`config.mk`:
```
export PLATFORM = sky130hd
export DESIGN_NAME = game_link_uart
export DESIGN_NICKNAME = d
export VERILOG_FILES = /design/src/rtl/game_link_uart.sv
export SDC_FILE = /design/constraint.sdc
export NUM_CORES = 1
export LEC_CHECK = 0
export BUFFER_PORTS_ARGS = -buffer_cell sky130_fd_sc_hd__clkbuf_2
export CAP_MARGIN = 20
export CORE_MARGIN = 5
export CORE_UTILIZATION = 32
export CTS_CLUSTER_DIAMETER = 150
export DETAILED_ROUTE_END_ITERATION = 10
export RECOVER_POWER = 50
export SLEW_MARGIN = 30
export SYNTH_ARGS = -nofsm -noshare
export SYNTH_HDL_FRONTEND = slang
export SYNTH_SLANG_ARGS = --single-unit
```
`constraint.sdc`:
```
create_clock -name pclk -period 2.85 [get_ports pclk]
set_clock_uncertainty 0.15 [all_clocks]
set_input_delay 0.1425 -clock pclk [delete_from_list [all_inputs] [get_ports pclk]]
set_output_delay 0.1425 -clock pclk [all_outputs]
set_load 0.005 [all_outputs]
```
`src/rtl/game_link_uart.sv`:
```
// Two-board game link: frames local START/SCORE events onto an 8N1 UART and
// parses START/SCORE frames arriving from the opponent board.
module game_link_uart #(
    parameter int         CLKS_PER_BIT = 651,
    parameter logic [7:0] HDR_START    = 8'hA5,
    parameter logic [7:0] HDR_SCORE    = 8'hC5
) (
    input  logic       pclk,
    input  logic       rst,
    input  logic       send_start,
    input  logic       send_score,
    input  logic [6:0] my_score,
    input  logic       uart_rx,
    output logic       uart_tx,
    output logic       tx_busy,
    output logic       uart_start,
    output logic [6:0] op_score,
    output logic       op_score_valid,
    output logic       rx_frame_err
);

    localparam int               CNT_W     = $clog2(CLKS_PER_BIT + 1);
    localparam logic [CNT_W-1:0] BIT_LAST  = CNT_W'(CLKS_PER_BIT - 1);
    localparam logic [CNT_W-1:0] HALF_LAST = CNT_W'(CLKS_PER_BIT / 2 - 1);

    typedef enum logic [1:0] {TX_IDLE, TX_START, TX_DATA, TX_STOP} tx_state_e;
    typedef enum logic [2:0] {RX_IDLE, RX_START, RX_DATA, RX_STOP, RX_WAIT_HIGH} rx_state_e;
    typedef enum logic       {P_WAIT_HDR, P_WAIT_PAY} parse_state_e;

    // ---------------- transmit side ----------------
    tx_state_e        tx_state_q, tx_state_d;
    logic [CNT_W-1:0] tx_cnt_q, tx_cnt_d;
    logic [2:0]       tx_bit_q, tx_bit_d;
    logic             tx_second_q, tx_second_d;
    logic [7:0]       tx_shift_q, tx_shift_d;
    logic [7:0]       tx_pay_q, tx_pay_d;
    logic             uart_tx_q, uart_tx_d;
    logic             start_pend_q, start_pend_d;
    logic             score_pend_q, score_pend_d;
    logic [6:0]       score_q, score_d;
    logic             launch;

    // NOTE: every always_comb output gets a default first, so no path can infer a latch.
    always_comb begin
        tx_state_d  = tx_state_q;
        tx_cnt_d    = tx_cnt_q;
        tx_bit_d    = tx_bit_q;
        tx_second_d = tx_second_q;
        tx_shift_d  = tx_shift_q;
        tx_pay_d    = tx_pay_q;
        uart_tx_d   = uart_tx_q;
        launch      = 1'b0;

        case (tx_state_q)
            TX_IDLE: begin
                uart_tx_d = 1'b1;
                launch    = start_pend_q | score_pend_q;
            end
            TX_START: begin
                if (tx_cnt_q == BIT_LAST) begin
                    tx_cnt_d   = '0;
                    tx_bit_d   = 3'd0;
                    tx_state_d = TX_DATA;
                    uart_tx_d  = tx_shift_q[0];
                end else begin
                    tx_cnt_d = tx_cnt_q + 1'b1;
                end
            end
            TX_DATA: begin
                if (tx_cnt_q == BIT_LAST) begin
                    tx_cnt_d = '0;
                    if (tx_bit_q == 3'd7) begin
                        tx_state_d = TX_STOP;
                        uart_tx_d  = 1'b1;
                    end else begin
                        tx_bit_d   = tx_bit_q + 3'd1;
                        tx_shift_d = {1'b0, tx_shift_q[7:1]};
                        uart_tx_d  = tx_shift_q[1];
                    end
                end else begin
                    tx_cnt_d = tx_cnt_q + 1'b1;
                end
            end
            TX_STOP: begin
                if (tx_cnt_q == BIT_LAST) begin
                    tx_cnt_d = '0;
                    if (!tx_second_q) begin
                        tx_second_d = 1'b1;
                        tx_shift_d  = tx_pay_q;
                        tx_state_d  = TX_START;
                        uart_tx_d   = 1'b0;
                    end else if (start_pend_q | score_pend_q) begin
                        // Chain the next pending frame with no idle gap on the line.
                        launch = 1'b1;
                    end else begin
                        tx_state_d = TX_IDLE;
                        uart_tx_d  = 1'b1;
                    end
                end else begin
                    tx_cnt_d = tx_cnt_q + 1'b1;
                end
            end
            default: tx_state_d = TX_IDLE;
        endcase

        // START wins when both are pending; the score frame is taken from the latched value.
        if (launch) begin
            tx_state_d  = TX_START;
            tx_cnt_d    = '0;
            tx_second_d = 1'b0;
            tx_shift_d  = start_pend_q ? HDR_START : HDR_SCORE;
            tx_pay_d    = start_pend_q ? 8'h00 : {1'b0, score_q};
            uart_tx_d   = 1'b0;
        end

        // A pulse arriving in the launch cycle re-arms the flag after it is consumed.
        start_pend_d = send_start | (start_pend_q & ~launch);
        score_pend_d = send_score | (score_pend_q & ~(launch & ~start_pend_q));
        score_d      = send_score ? my_score : score_q;
    end

    // NOTE: sequential state uses non-blocking assignments so every flop samples pre-edge values.
    always_ff @(posedge pclk or posedge rst) begin
        if (rst) begin
            tx_state_q   <= TX_IDLE;
            tx_cnt_q     <= '0;
            tx_bit_q     <= 3'd0;
            tx_second_q  <= 1'b0;
            tx_shift_q   <= 8'h00;
            tx_pay_q     <= 8'h00;
            uart_tx_q    <= 1'b1;
            start_pend_q <= 1'b0;
            score_pend_q <= 1'b0;
            score_q      <= 7'd0;
        end else begin
            tx_state_q   <= tx_state_d;
            tx_cnt_q     <= tx_cnt_d;
            tx_bit_q     <= tx_bit_d;
            tx_second_q  <= tx_second_d;
            tx_shift_q   <= tx_shift_d;
            tx_pay_q     <= tx_pay_d;
            uart_tx_q    <= uart_tx_d;
            start_pend_q <= start_pend_d;
            score_pend_q <= score_pend_d;
            score_q      <= score_d;
        end
    end

    // ---------------- receive side ----------------
    logic             rx_meta_q, rx_sync_q;
    rx_state_e        rx_state_q, rx_state_d;
    logic [CNT_W-1:0] rx_cnt_q, rx_cnt_d;
    logic [2:0]       rx_bit_q, rx_bit_d;
    logic [7:0]       rx_shift_q, rx_shift_d;
    logic             rx_err_q, rx_err_d;
    logic             rx_done, rx_bad;

    parse_state_e     ps_q, ps_d;
    logic             hdr_score_q, hdr_score_d;
    logic [6:0]       op_score_q, op_score_d;
    logic             op_valid_q, op_valid_d;
    logic             uart_start_q, uart_start_d;

    always_comb begin
        rx_state_d = rx_state_q;
        rx_cnt_d   = rx_cnt_q;
        rx_bit_d   = rx_bit_q;
        rx_shift_d = rx_shift_q;
        rx_err_d   = rx_err_q;
        rx_done    = 1'b0;
        rx_bad     = 1'b0;

        case (rx_state_q)
            RX_IDLE: begin
                if (!rx_sync_q) begin
                    rx_state_d = RX_START;
                    rx_cnt_d   = '0;
                end
            end
            RX_START: begin
                if (rx_cnt_q == HALF_LAST) begin
                    rx_cnt_d   = '0;
                    rx_bit_d   = 3'd0;
                    rx_state_d = rx_sync_q ? RX_IDLE : RX_DATA;
                end else begin
                    rx_cnt_d = rx_cnt_q + 1'b1;
                end
            end
            RX_DATA: begin
                if (rx_cnt_q == BIT_LAST) begin
                    rx_cnt_d   = '0;
                    rx_shift_d = {rx_sync_q, rx_shift_q[7:1]};
                    if (rx_bit_q == 3'd7) rx_state_d = RX_STOP;
                    else                  rx_bit_d   = rx_bit_q + 3'd1;
                end else begin
                    rx_cnt_d = rx_cnt_q + 1'b1;
                end
            end
            RX_STOP: begin
                if (rx_cnt_q == BIT_LAST) begin
                    rx_cnt_d = '0;
                    if (rx_sync_q) begin
                        rx_done    = 1'b1;
                        rx_state_d = RX_IDLE;
                    end else begin
                        rx_bad     = 1'b1;
                        rx_err_d   = 1'b1;
                        rx_state_d = RX_WAIT_HIGH;
                    end
                end else begin
                    rx_cnt_d = rx_cnt_q + 1'b1;
                end
            end
            RX_WAIT_HIGH: if (rx_sync_q) rx_state_d = RX_IDLE;
            default:      rx_state_d = RX_IDLE;
        endcase
    end

    always_comb begin
        ps_d         = ps_q;
        hdr_score_d  = hdr_score_q;
        op_score_d   = op_score_q;
        op_valid_d   = op_valid_q;
        uart_start_d = 1'b0;

        if (rx_done) begin
            // Any byte with bit7 set is a header candidate, even mid-frame (resync).
            if (ps_q == P_WAIT_HDR || rx_shift_q[7]) begin
                if (rx_shift_q == HDR_START) begin
                    ps_d        = P_WAIT_PAY;
                    hdr_score_d = 1'b0;
                end else if (rx_shift_q == HDR_SCORE) begin
                    ps_d        = P_WAIT_PAY;
                    hdr_score_d = 1'b1;
                end else begin
                    ps_d = P_WAIT_HDR;
                end
            end else begin
                ps_d = P_WAIT_HDR;
                if (hdr_score_q) begin
                    op_score_d = rx_shift_q[6:0];
                    op_valid_d = 1'b1;
                end else if (rx_shift_q == 8'h00) begin
                    uart_start_d = 1'b1;
                    op_valid_d   = 1'b0;
                end
            end
        end else if (rx_bad) begin
            ps_d = P_WAIT_HDR;
        end

        if (send_start) op_valid_d = 1'b0;
    end

    always_ff @(posedge pclk or posedge rst) begin
        if (rst) begin
            rx_meta_q    <= 1'b1;
            rx_sync_q    <= 1'b1;
            rx_state_q   <= RX_IDLE;
            rx_cnt_q     <= '0;
            rx_bit_q     <= 3'd0;
            rx_shift_q   <= 8'h00;
            rx_err_q     <= 1'b0;
            ps_q         <= P_WAIT_HDR;
            hdr_score_q  <= 1'b0;
            op_score_q   <= 7'd0;
            op_valid_q   <= 1'b0;
            uart_start_q <= 1'b0;
        end else begin
            rx_meta_q    <= uart_rx;
            rx_sync_q    <= rx_meta_q;
            rx_state_q   <= rx_state_d;
            rx_cnt_q     <= rx_cnt_d;
            rx_bit_q     <= rx_bit_d;
            rx_shift_q   <= rx_shift_d;
            rx_err_q     <= rx_err_d;
            ps_q         <= ps_d;
            hdr_score_q  <= hdr_score_d;
            op_score_q   <= op_score_d;
            op_valid_q   <= op_valid_d;
            uart_start_q <= uart_start_d;
        end
    end

    assign uart_tx        = uart_tx_q;
    assign tx_busy        = start_pend_q | score_pend_q | (tx_state_q != TX_IDLE);
    assign uart_start     = uart_start_q;
    assign op_score       = op_score_q;
    assign op_score_valid = op_valid_q;
    assign rx_frame_err   = rx_err_q;

endmodule

```
==> metrics.cfg <==
[worst_setup_path]
cp-start-kind=flop
cp_slowest_cell=and2_1
crit_buf_inv=1
endpoint_kind=flop
r2r_setup_slack_ns=0.32
cp_top_family=simple AND/OR/NAND/NOR gates
startpoint=tx_state_q[0]
required_ns=2.92
arrival_ns=2.60
worstSetupPathType=flop to flop
r2r-end=tx_pay_q[2]
rr_startpoint=tx_state_q[0]
ff2ff_path_depth=6
cp_cell_sequence=inv_1 -> ha_1 -> o21bai_1 -> nor2_1 -> and2_1 -> mux2_2
timing.critical_path.fanout_max=12
cpPeakStageDelay_ns=0.51

[clocking]
clk_path_buf_depth=2
postCtsSetupBuffers=0
clock_sinks=79
hold_buffers=10
cts_tree=yes
clock-root-buffer=clkbuf_16
cts_buffers=9
insertion_delay_ns=0.34
cts_resized=0
htreeDepth=3
path_clk_slew_ns=0.06

[cells_and_area]
finalNonFillerCells=589
final_nets=441
area_growth_pct=18.0
multi_input_area_sq_mm=0.00190
utilization=0.389
fill_cells=1171
diodes=0
regArea_sq_mm=0.00198
drive_gt1_frac=0.200

[route]
drtAntennaViolNets=0
via_per_inst=5.06
vias=2981
drt_first_pass_iters=4
drt-total-wl_mm=8.02
drt_iter0_drc=77
wire_per_inst_um=13.6
drc_errors=0

[floorplanning]
initial_utilization=0.330
core_sq_mm=0.0122
die_area_sq_mm=0.0149
num_rows=40
die_w_um=122
die_y_um=122
ioPinCount=24

[hold_path]
min_path_type=input port to flop
min_path_cells=2
hold_start=send_score
min_to=score_pend_q

[sta]
setup_tns_ns=0
finalCritPeriodShare=0.889
fmax_mhz=395
layout_setup_ws_ns=0.317
finalCriticalPeriod_ns=2.53
finalHoldViolations=0
final_max_slew_viol_count=0
worst_slew_pin_slew_ns=1.48
max-slew-margin-rel=0.0112
setup_viol=0
whs_ns=0.0364
rsz0062_at_grt=no

[place]
place.gp.congestion=0.835
placed_cells_incl_taps=563
io_buffers=23
hpwl_mm=5.75
dp_slack_ns=0.320

[synth]
synth-main-ff-cell=dfrtp_1
ys_seq_elements=79
synth_cell_types=60
synth_edf_count=0
yosysSeqAreaShare=0.494
synth_nets=403
syn_area_per_cell_sq_um=10.6
postSynth.asyncResetShare=1.00
netlist_area_sq_mm=0.00401
synth_warnings=0
synthCells=378

[power]
comb_power_share=0.087
power_frac_seq=0.473
p_sw_frac=0.247
power_leakage_nw=2.05
pwr-share-clk=0.441
intPower_w=0.00199
ir_drop_mv=0.285
power_switching_w=0.000654
powerDensity_mw_per_mm2=559

[global_routing]
grt_use_total=0.118
antenna_found_initial=0
grt_start_max_net_pins=35
grt_pass1_wl_mm=14.3
grt_pass1_vias=2997
grt_overflow=0

[outcome]
violations=capacitance limit
status=finished, violations left

[job]
drv_cap=1

-- cells by family (layout without fill, tap and decap cells) --
kind of cell,Yosys count,in the layout,share of synthesized area
fa+ha+maj,13,13,0.0406
flops,79,79,0.494
compound gates,95,95,0.161
simple gates,115,115,0.157
xor+xnor,6,6,0.0131
mux,37,37,0.102
buf+inv,33,76,0.0328
-- flip-flops by register name, summed over array words and instances, names as in the netlist --
signal          flops
tx_bit_q            3
tx_shift_q          8
uart_tx             1
tx_pay_q            7
rx_frame_err        1
score_pend_q        1
tx_state_q          2
rx_meta_q           1
tx_second_q         1
score_q             7
op_score            7
uart_start          1
rx_shift_q          8
tx_cnt_q           10
start_pend_q        1
rx_bit_q            3
rx_sync_q           1
ps_q                1
op_score_valid      1
rx_state_q          3
rx_cnt_q           10
hdr_score_q         1
-- cell usage in the layout (no fill, tap or decap), drive strengths merged, types with 13 or more instances in the layout --
master,instances
nor2,16
clkbuf,34
inv,19
nand2,32
ha,13
dfrtp,76
o21ai,23
a21oi,20
mux2,30
-- metrics by stage --
| stage | cell area, sq um | total power (W) |
|---|---|---|
| after global placement | 4340 | 0.00149 |
| after CTS | 4750 | 0.00268 |
| after floorplan | 4010 | 0.00143 |
| after detailed placement | 4340 | 0.00149 |
| final | 4730 | 0.00264 |
| after global routing | 4730 | 0.00277 |
-- final cells by class --
cell class / count / area share
timing repair buffer: 43 / 0.0582
multi-input combinational: 266 / 0.401
inverter: 17 / 0.0137
tap: 168 / 0.0444
clock buffer: 9 / 0.0476
sequential: 79 / 0.418
clock inverter: 7 / 0.0167
-- power groups by stage --
stage	sequential, W	combinational [W]	clock [W]
finish	0.00125	0.000229	0.00117
global route	0.00126	0.000263	0.00125
CTS	0.00125	0.000235	0.00120
detailed placement	0.00127	0.000223	0
global placement	0.00127	0.000218	0
floorplan	0.00125	0.000170	0
-- cells in the mapped netlist (7+ instances only) --
cell,count,share of area
nand2_1,32,0.030
nor3_1,7,0.0087
mux2_2,30,0.084
inv_1,17,0.016
clkbuf_1,12,0.011
dfrtp_1,76,0.47
ha_1,13,0.041
o21ai_0,23,0.029
nor2b_1,10,0.016
or3_1,8,0.012
a21oi_1,20,0.025
nor2_1,16,0.015
nand3_1,8,0.010
mux2i_1,7,0.017
-- worst register-to-register path: cells and delay by family, from the launching register on --
| kind | cells | cell delay, ns |
|---|---|---|
| and+or+nand+nor | 2 | 0.82 |
| adders and majority gates | 1 | 0.29 |
| AOI/OAI and AO/OA | 1 | 0.28 |
| buffers and inverters | 1 | 0.08 |
| muxes | 1 | 0.40 |
| DFF | 1 | 0.40 |
-- worst max path at each step --
stage / cells after the start / slack, ns / to
final: 6 / 0.32 / tx_pay_q[2]
after global routing: 6 / 0.07 / tx_pay_q[1]
after CTS: 6 / 0.30 / tx_pay_q[2]
after detailed placement: 6 / 0.32 / tx_pay_q[2]
after global placement: 6 / 0.40 / tx_pay_q[4]
after floorplan: 1 / 0.54 / hdr_score_q
-- routing by layer --
| metal | global-route usage | vias to the layer above | part of all wire |
|---|---|---|---|
| met2 | 0.198 | 48 | 0.48 |
| met5 | 0 | - | 0 |
| li1 | - | 1460 | - |
| met3 | 0.0306 | 9 | 0.036 |
| met4 | 0.0378 | 0 | 0.014 |
| met1 | 0.150 | 1464 | 0.47 |
Power figures use the tool's default switching activity.
